<file path="src/rtl/router_pkg.sv">
// Shared definitions for the router packet transmitter: header field layout,
// length limit, illegal address code, FSM encoding and small byte helpers.
package router_pkg;

    localparam int HDR_ADDR_LSB = 0;
    localparam int HDR_ADDR_MSB = 1;
    localparam int HDR_LEN_LSB  = 2;
    localparam int HDR_LEN_MSB  = 7;

    localparam int MAX_LEN = 63;

    localparam logic [1:0] ADDR_ILLEGAL = 2'd3;

    typedef enum logic [2:0] {
        ST_IDLE    = 3'd0,
        ST_LOAD    = 3'd1,
        ST_HEADER  = 3'd2,
        ST_PAYLOAD = 3'd3,
        ST_PARITY  = 3'd4,
        ST_GAP     = 3'd5
    } tx_state_t;

    // Pack destination and length into the on-wire header byte.
    function automatic logic [7:0] make_header(input logic [1:0] addr, input logic [5:0] len);
        logic [7:0] hdr;
        hdr = 8'd0;
        hdr[HDR_ADDR_MSB:HDR_ADDR_LSB] = addr;
        hdr[HDR_LEN_MSB:HDR_LEN_LSB]   = len;
        return hdr;
    endfunction

    // Fold one byte into the running packet parity.
    function automatic logic [7:0] par_update(input logic [7:0] acc, input logic [7:0] data);
        return acc ^ data;
    endfunction

endpackage

</file>
<file path="src/rtl/router_tx_buf.sv">
// Payload buffer for the transmitter: 64 x 8 register array with a
// synchronous write port and an asynchronous read port. Contents are not reset.
module router_tx_buf
    import router_pkg::*;
(
    input  logic       clk,
    input  logic       we_i,
    input  logic [5:0] waddr_i,
    input  logic [7:0] wdata_i,
    input  logic [5:0] raddr_i,
    output logic [7:0] rdata_o
);

    logic [7:0] mem_q [0:MAX_LEN];

    // Store an accepted payload byte at the write index.
    always_ff @(posedge clk) begin
        if (we_i) begin
            mem_q[waddr_i] <= wdata_i;
        end
    end

    assign rdata_o = mem_q[raddr_i];

endmodule

</file>
<file path="src/rtl/router_pkt_tx.sv">
// Router packet transmitter: accepts a command and a payload stream, buffers
// the whole payload, then sends header, payload and parity to the router,
// holding the current byte whenever the router reports busy.
module router_pkt_tx
    import router_pkg::*;
#(
    parameter int unsigned GAP_CYCLES = 2
) (
    input  logic        clk,
    input  logic        reset,
    input  logic        cmd_valid,
    output logic        cmd_ready,
    input  logic [1:0]  cmd_addr,
    input  logic [5:0]  cmd_len,
    input  logic        cmd_bad_par,
    input  logic        pl_valid,
    output logic        pl_ready,
    input  logic [7:0]  pl_data,
    input  logic        busy,
    output logic [7:0]  pkt_data,
    output logic        pkt_valid,
    output logic        pkt_done,
    output logic        cmd_err,
    output logic [15:0] tx_count
);

    // Last value of the gap counter before returning to IDLE.
    localparam logic [7:0] GAP_LAST = (GAP_CYCLES == 0) ? 8'd0 : 8'(GAP_CYCLES - 1);

    tx_state_t   state_q, state_d;
    logic [5:0]  idx_q, idx_d;
    logic [5:0]  len_q, len_d;
    logic [1:0]  addr_q, addr_d;
    logic        bad_q, bad_d;
    logic [7:0]  par_q, par_d;
    logic [7:0]  gap_q, gap_d;
    logic [15:0] tx_count_q, tx_count_d;
    logic        pkt_done_q, pkt_done_d;
    logic        cmd_err_q, cmd_err_d;
    logic        buf_we;
    logic [7:0]  buf_rdata;
    logic        last_byte;

    router_tx_buf u_buf (
        .clk     (clk),
        .we_i    (buf_we),
        .waddr_i (idx_q),
        .wdata_i (pl_data),
        .raddr_i (idx_q),
        .rdata_o (buf_rdata)
    );

    assign last_byte = (idx_q == (len_q - 6'd1));

    // State, counters, latched command and pulse outputs.
    always_ff @(posedge clk) begin
        if (reset) begin
            state_q    <= ST_IDLE;
            idx_q      <= 6'd0;
            len_q      <= 6'd0;
            addr_q     <= 2'd0;
            bad_q      <= 1'b0;
            par_q      <= 8'd0;
            gap_q      <= 8'd0;
            tx_count_q <= 16'd0;
            pkt_done_q <= 1'b0;
            cmd_err_q  <= 1'b0;
        end else begin
            state_q    <= state_d;
            idx_q      <= idx_d;
            len_q      <= len_d;
            addr_q     <= addr_d;
            bad_q      <= bad_d;
            par_q      <= par_d;
            gap_q      <= gap_d;
            tx_count_q <= tx_count_d;
            pkt_done_q <= pkt_done_d;
            cmd_err_q  <= cmd_err_d;
        end
    end

    // Next-state logic: command intake, payload load, transmit and gap.
    always_comb begin
        state_d    = state_q;
        idx_d      = idx_q;
        len_d      = len_q;
        addr_d     = addr_q;
        bad_d      = bad_q;
        par_d      = par_q;
        gap_d      = gap_q;
        tx_count_d = tx_count_q;
        pkt_done_d = 1'b0;
        cmd_err_d  = 1'b0;
        buf_we     = 1'b0;
        case (state_q)
            ST_IDLE: begin
                if (cmd_valid) begin
                    if ((cmd_addr == ADDR_ILLEGAL) || (cmd_len == 6'd0)) begin
                        cmd_err_d = 1'b1;
                    end else begin
                        addr_d  = cmd_addr;
                        len_d   = cmd_len;
                        bad_d   = cmd_bad_par;
                        par_d   = make_header(cmd_addr, cmd_len);
                        idx_d   = 6'd0;
                        state_d = ST_LOAD;
                    end
                end else begin
                    state_d = ST_IDLE;
                end
            end
            ST_LOAD: begin
                if (pl_valid) begin
                    buf_we = 1'b1;
                    par_d  = par_update(par_q, pl_data);
                    if (last_byte) begin
                        idx_d   = 6'd0;
                        state_d = ST_HEADER;
                    end else begin
                        idx_d = idx_q + 6'd1;
                    end
                end else begin
                    state_d = ST_LOAD;
                end
            end
            ST_HEADER: begin
                if (!busy) begin
                    state_d = ST_PAYLOAD;
                end else begin
                    state_d = ST_HEADER;
                end
            end
            ST_PAYLOAD: begin
                if (!busy) begin
                    if (last_byte) begin
                        idx_d   = 6'd0;
                        state_d = ST_PARITY;
                    end else begin
                        idx_d = idx_q + 6'd1;
                    end
                end else begin
                    state_d = ST_PAYLOAD;
                end
            end
            ST_PARITY: begin
                if (!busy) begin
                    pkt_done_d = 1'b1;
                    tx_count_d = tx_count_q + 16'd1;
                    gap_d      = 8'd0;
                    if (GAP_CYCLES == 0) begin
                        state_d = ST_IDLE;
                    end else begin
                        state_d = ST_GAP;
                    end
                end else begin
                    state_d = ST_PARITY;
                end
            end
            ST_GAP: begin
                if (gap_q == GAP_LAST) begin
                    gap_d   = 8'd0;
                    state_d = ST_IDLE;
                end else begin
                    gap_d = gap_q + 8'd1;
                end
            end
            default: begin
                state_d = ST_IDLE;
                idx_d   = 6'd0;
            end
        endcase
    end

    // Pin decode from registered state, index and buffer only.
    always_comb begin
        pkt_data  = 8'd0;
        pkt_valid = 1'b0;
        case (state_q)
            ST_HEADER: begin
                pkt_data  = make_header(addr_q, len_q);
                pkt_valid = 1'b1;
            end
            ST_PAYLOAD: begin
                pkt_data  = buf_rdata;
                pkt_valid = 1'b1;
            end
            ST_PARITY: begin
                pkt_data  = par_q ^ {8{bad_q}};
                pkt_valid = 1'b0;
            end
            default: begin
                pkt_data  = 8'd0;
                pkt_valid = 1'b0;
            end
        endcase
    end

    assign cmd_ready = (state_q == ST_IDLE);
    assign pl_ready  = (state_q == ST_LOAD);
    assign pkt_done  = pkt_done_q;
    assign cmd_err   = cmd_err_q;
    assign tx_count  = tx_count_q;

endmodule

</file>
<file path="config.mk">
export PLATFORM = sky130hd
export DESIGN_NAME = router_pkt_tx
export DESIGN_NICKNAME = d
export VERILOG_FILES = /design/src/rtl/router_pkg.sv /design/src/rtl/router_tx_buf.sv /design/src/rtl/router_pkt_tx.sv
export SDC_FILE = /design/constraint.sdc
export NUM_CORES = 1
export LEC_CHECK = 0
export BUFFER_PORTS_ARGS = -buffer_cell sky130_fd_sc_hd__buf_2
export CAP_MARGIN = 20
export CORE_MARGIN = 5
export CORE_UTILIZATION = 45
export CTS_BUF_LIST = sky130_fd_sc_hd__clkbuf_2
export DETAILED_ROUTE_END_ITERATION = 8
export PLACE_DENSITY = 0.64
export SLEW_MARGIN = 20
export SYNTH_ARGS = -nofsm -noshare
export SYNTH_HDL_FRONTEND = slang
export SYNTH_SLANG_ARGS = --single-unit
</file>
<file path="constraint.sdc">
create_clock -name clk -period 2.77 [get_ports clk]
set_input_delay 0.4155 -clock clk [delete_from_list [all_inputs] [get_ports clk]]
set_output_delay 0.4155 -clock clk [all_outputs]
set_load 0.05 [all_outputs]
</file>
# --- Yosys cells after proc, flatten, opt, wreduce, memory -nomap -nowiden ---
# Memories as Yosys holds them, arrays and structs flattened. A register that Yosys moved wholly into a read port is not among the register bits.
# Cells that the tools add are included.
classes:
  n_addsub: 4
  n_eq_ne: 17
  muxes: 33
  bitwise: 8
  n_reduce_logical: 15
ops:
  columns: ["cell", "n"]
  rows:
  - ["$mux W6", 7]
  - ["$mux W8", 5]
  - ["$pmux W8 S2", 2]
  - ["$pmux W6 S4", 1]
  - ["$pmux W8 S3", 1]
  - ["$mux W3", 7]
  - ["$pmux W3 S6", 1]
  - ["$add A16 B1 Y16 const B", 1]
  - ["$xor A8 B8 Y8", 2]
  - ["$ne A2 B2 Y1 const B", 6]
  - ["$mux W1", 9]
  - ["$add A8 B1 Y8 const B", 1]
  - ["$eq A8 B1 Y1 const B", 1]
  - ["$reduce_and A4 Y1", 2]
  - ["$add A6 B1 Y6 const B", 1]
  - ["$eq A3 B2 Y1 const B", 2]
  - ["$eq A3 B3 Y1 const B", 2]
  - ["$eq A6 B6 Y1", 1]
  - ["$logic_not A6 Y1", 1]
  - ["$ne A3 B3 Y1 const B", 2]
  - ["$not A1 Y1", 6]
  - ["$reduce_or A3 Y1", 2]
  - ["$sub A6 B1 Y6 const B", 1]
  - ["$reduce_and A5 Y1", 1]
  - ["other kinds (9)", 12]
totals:
  register_bits: 52
  ram_bits: 512
  in_bits: 22
  output_inout_bits: 29
  mem_count: 1
mem_list:
  columns: ["memory", "words", "word_bits", "read_ports", "rd_clocked_by_memory_dff", "write_ports", "line", "text"]
  rows:
  - ["u_buf.mem_q", 64, 8, 1, 1, 1, "router_tx_buf.sv:14", "logic [7:0] mem_q [0:MAX_LEN];"]

# --- Logic depth before layout (Yosys ltp) ---
depth:
  word_depth: 7
  ltp_mapped: 11
  mapped_depth_nobuf: 8

# --- Cells and area by module ---
# Synthesis repeated with hierarchy kept, for this count alone.
unflattened:
  hier_cells: 1293
  hier_area_um2: 22960.8
by_module_without_submodules:
  columns: ["mod", "n_inst", "cells_per_inst", "area_per_inst_um2"]
  rows:
  - ["router_tx_buf", 1, 932, 20006.7]
  - ["router_pkt_tx", 1, 361, 2954.1]

# --- Least setup slack after synthesis ---
# OpenSTA, ideal clock, no wires.
synth_timing:
  path_kind: "register to register"
  from: "register state_q[2]"
  to: "register (tool-made name)"
  setup_time_ns: 0.134
  arrival_ns: 2.771
  required_time_ns: 2.636
  slack_ns: -0.135
  path_stages_with_launch: 8
  n_path_buf: 1
  period_less_slack_ns: 2.905
  cell_sequence: "dfxtp_1 > clkbuf_1 > nor3_1 > a22oi_1 > a2bb2oi_2 > inv_1 > o21bai_1 > nor2_1"
synth_lines:
  columns: ["element", "line", "text"]
  rows:
  - ["start, declared", "router_pkt_tx.sv:30", "tx_state_t state_q, state_d;"]
  - ["start signal, assigned", "router_pkt_tx.sv:69", "state_q <= state_d;"]

==> results.md <==
- The CTS tree is done.
- The max-slew violation total from the final report came to 0.
- In this run the tightest slew margin relative to its limit is 39.7%.
- The total of warnings raised by yosys is 0.
- The maximum achievable frequency is 0.245 GHz.
- The depth of the worst register-to-register path is 8.
- The count of clock tree sinks is 570.
- The share of total power dissipated in combinational logic is 26.3%.
- The die outline height is 236 um.
- Setup slack on the critical path of the routed design comes to -1310 ps.
- The library cell used as clock root buffer is sky130_fd_sc_hd__clkbuf_2.
- Across every metal layer, demand over resource in global routing totals 21.9%.
- The antenna violation net count after detailed routing is 0.
- The H-tree was split into 4 levels.
- The leakage component of the power is 0.00961 uW.
- The largest buffer count on any clock path is 3.
- The number of CTS-inserted buffers is 145.
- In the layout the commonest cells are 512 x sky130_fd_sc_hd__edfxtp_1, 200 x sky130_fd_sc_hd__buf_4, 199 x sky130_fd_sc_hd__clkbuf_2.
- The via count is 14000.
- The count of final hold-check violations is 0.
- The maximum number of pins on one net before global-route repair is 57.
- Measured along the x axis, the die boundary spans 236 um.
- The number of antenna violations at the first check in global routing is 4.
- The fraction of registers with async set or reset after synthesis is 0%.
- The later pin in the worst-skew pair is clocked with a latency of 1310 ps.
- The proportion of layout cells with a drive suffix above 1 is 37.7%.
- At the worst endpoint, the required time is 2350 ps.
- Summed over all layers, the routed wires come to 60500 um.
- The most used flip-flop cell after synthesis is sky130_fd_sc_hd__edfxtp_1.
- The number of filler cells placed in the layout is 3998.
- The share of the Yosys chip area taken by registers is 72.0%.
- The worst setup skew after layout is 92.3 ps.
- In this run the cell area of the synthesized design comes to 23000 um^2.
- The worst path uses 147% of the clock period.
- The critical path is of the register to primary output type.
- In this run the worst setup path terminates at pkt_data[0].
- The transition at the pin with the smallest max-transition slack is 904 ps.
- The total power per unit cell area is 744 nW/um^2.
- In this run the register-to-register setup slack is 190 ps.
- Setup repair after global routing could not meet its margin everywhere.
- The count of port buffers added during placement is 50.
- Relative to the synthesized area, the layout overhead comes to 21.6%.
- At the end of routability-driven placement, the weighted congestion stood at 0.841.
- VDD sags by at most 346 uV.
- The checks that failed: setup timing.
- The most common cell after layout, fill and taps aside is sky130_fd_sc_hd__edfxtp_1.
- In this run the critical register-to-register path is launched from state_q[0].
- The die covers 55600 um^2.
- Of the total power, registers draw 46.6%.
- Counting I/O delays and the setup requirement, the final critical path takes 4080 ps.
- After detailed routing, the number of remaining DRC violations is 0.
- Setup violations remaining at the end of the flow were counted as 9.
- The overflow left after global routing is 0.
- Along the worst path, the maximum fanout reaches 12.
- The average wire per standard cell is 24.4 um.
- The count of maximum capacitance violations is 0.
- The starting density of the core is 45.7%.
- Before CTS, the worst setup slack after placement is -214 ps.
- Across the whole layout, storage elements account for 16600 um^2.
- Synthesis produced a netlist whose cell count is 1299.
- The run finished, with violations left.
- The post-layout net count is 1738.
- The clock network accounts for 27.1% of the total power.
- The min-delay analysis places its worst path in the category input pin to register.
- The I/O pin count is 51.
- The end of the worst register-to-register path is len_q[2].
- The number of nets in the synthesized netlist is 1326.
- The switching power as a share of total power is 29.5%.
- For this run, the share of the core covered by cells in the final layout is 55.5%.
- Clock-pin slew was measured on the worst setup and hold paths at 110 ps.
- Synthesis instantiated 60 different standard cells from the library.
- For this run, the detailed router's first-pass iteration total came to 5.
- The internal portion of the total power is 14600 uW.
- Counting flops with a built-in enable in the synthesized netlist gives 512.
- The number of DRC markers in iteration 0 is 1386.
- STA classifies the critical path startpoint as a register.
- The net switching power of the design is 6140 uW.
- The placed wire-length estimate is 38700 um.
- The wire length of the first global-routing pass is 90500 um.
- Hold timing on the final database bottoms out at a slack of 193 ps.
- The mean post-synth cell area is 17.7 um^2.
- In this run the core area contains 82 standard-cell rows.
- STA classifies the critical path endpoint as a primary output.
- The number of global-route vias before repair is 14300.
- The count of state elements after synthesis is 570.
- The multi-input combinational cell area is 6180 um^2.
- In the routed layout, each cell is associated on average with a via count of 5.64.
- After floorplanning, the core was sized to cover 50300 um^2.
- The critical path arrival is 3670 ps.
registers in the layout (all words and copies together) (netlist names), named ones only:
signal       flops
addr_q           2
cmd_err          1
u_buf.mem_q    512
pkt_done         1
par_q            8
idx_q            6
state_q          3
bad_q            1
gap_q            8
tx_count        16
len_q            6
power by group through the flow:
| stage | logic [uW] | clock network, uW | registers, uW |
|---|---|---|---|
| global placement | 4480 | 0 | 9880 |
| CTS | 5140 | 5840 | 9680 |
| floorplan | 3000 | 0 | 9790 |
| detailed placement | 4520 | 0 | 9880 |
| finish | 5460 | 5630 | 9690 |
| global route | 5790 | 6340 | 9710 |
synthesized netlist by cell type (9+ instances only):
master / n / area share, %
sky130_fd_sc_hd__a21oi_1: 37 / 0.81
sky130_fd_sc_hd__a22oi_1: 18 / 0.59
sky130_fd_sc_hd__a31oi_1: 10 / 0.27
sky130_fd_sc_hd__buf_1: 9 / 0.15
sky130_fd_sc_hd__buf_2: 20 / 0.44
sky130_fd_sc_hd__buf_4: 11 / 0.36
sky130_fd_sc_hd__clkbuf_1: 27 / 0.44
sky130_fd_sc_hd__dfxtp_1: 58 / 5.1
sky130_fd_sc_hd__edfxtp_1: 512 / 67
sky130_fd_sc_hd__inv_1: 11 / 0.18
sky130_fd_sc_hd__mux2i_1: 33 / 1.4
sky130_fd_sc_hd__mux4_2: 127 / 12
sky130_fd_sc_hd__nand2_1: 53 / 0.87
sky130_fd_sc_hd__nand3_1: 24 / 0.52
sky130_fd_sc_hd__nor2_1: 129 / 2.1
sky130_fd_sc_hd__nor2b_1: 13 / 0.35
sky130_fd_sc_hd__nor3b_1: 11 / 0.36
sky130_fd_sc_hd__o211ai_1: 9 / 0.29
sky130_fd_sc_hd__o21ai_0: 30 / 0.65
sky130_fd_sc_hd__xor2_1: 27 / 1.0
worst max-delay path: stages (launching register included):
cell	delay, ps
sky130_fd_sc_hd__dfxtp_4	460
sky130_fd_sc_hd__buf_12	180
sky130_fd_sc_hd__buf_12	130
sky130_fd_sc_hd__mux4_2	510
sky130_fd_sc_hd__mux4_2	540
sky130_fd_sc_hd__a21oi_2	160
sky130_fd_sc_hd__o211ai_1	190
sky130_fd_sc_hd__buf_4	250
cells by family after synthesis:
kind of cell	after synthesis	share of synthesized area, %
AOI/OAI and AO/OA	148	4.20
xor gates and xnor gates	35	1.34
adders and majority gates	5	0.273
buffers and inverters	84	1.79
DFF	570	72.0
muxes	168	14.3
and+or+nand+nor	289	6.06
routing by layer:
metal,up-vias,part of all wire (%),global-route usage [%]
li1,6113,-,-
met4,0,2.7,7.28
met3,94,9.3,6.52
met5,-,0,0
met1,7093,41,30.0
met2,695,47,33.9
repair_timing:
item	in CTS	in global routing
resized for setup	70	18
hold endpoints to repair	764	0
gates cloned	1	1
setup buffers	13	14
endpoints found under the setup margin	11	10
hold buffers	54	0
pin swaps	6	6
layout make-up:
type	count	share of cell area (%)
diodes	5	0.0448
clock buffers	199	3.57
clock inverters	42	0.995
inverters	13	0.184
multi-input cells	645	22.1
flip-flops and latches	570	59.3
well taps	672	3.01
repair buffers	336	10.7
metrics by stage:
stage	cells	setup TNS (ps)	instance area [um^2]	power, uW
after detailed placement	2153	-984	25400	14400
final	2482	-9960	27900	20800
after global routing	2482	-12410	27900	21800
after floorplan	1299	0	23000	12800
after CTS	2462	-11800	27700	20700
after global placement	2153	-814	25400	14400
worst min path at each step:
stage | start | to | slack (ps) | cells after the start
after floorplan | addr_q[0] | addr_q[0] | 460 | 2
after global routing | pl_data[7] | u_buf.mem_q[0][7] | 20 | 2
final | pl_data[6] | par_q[6] | 190 | 5
after detailed placement | tx_count[15] | tx_count[15] | 480 | 2
after CTS | pl_data[7] | u_buf.mem_q[15][7] | 10 | 2
after global placement | tx_count[15] | tx_count[15] | 470 | 2
Note: power is estimated with default switching activity, not from simulation.
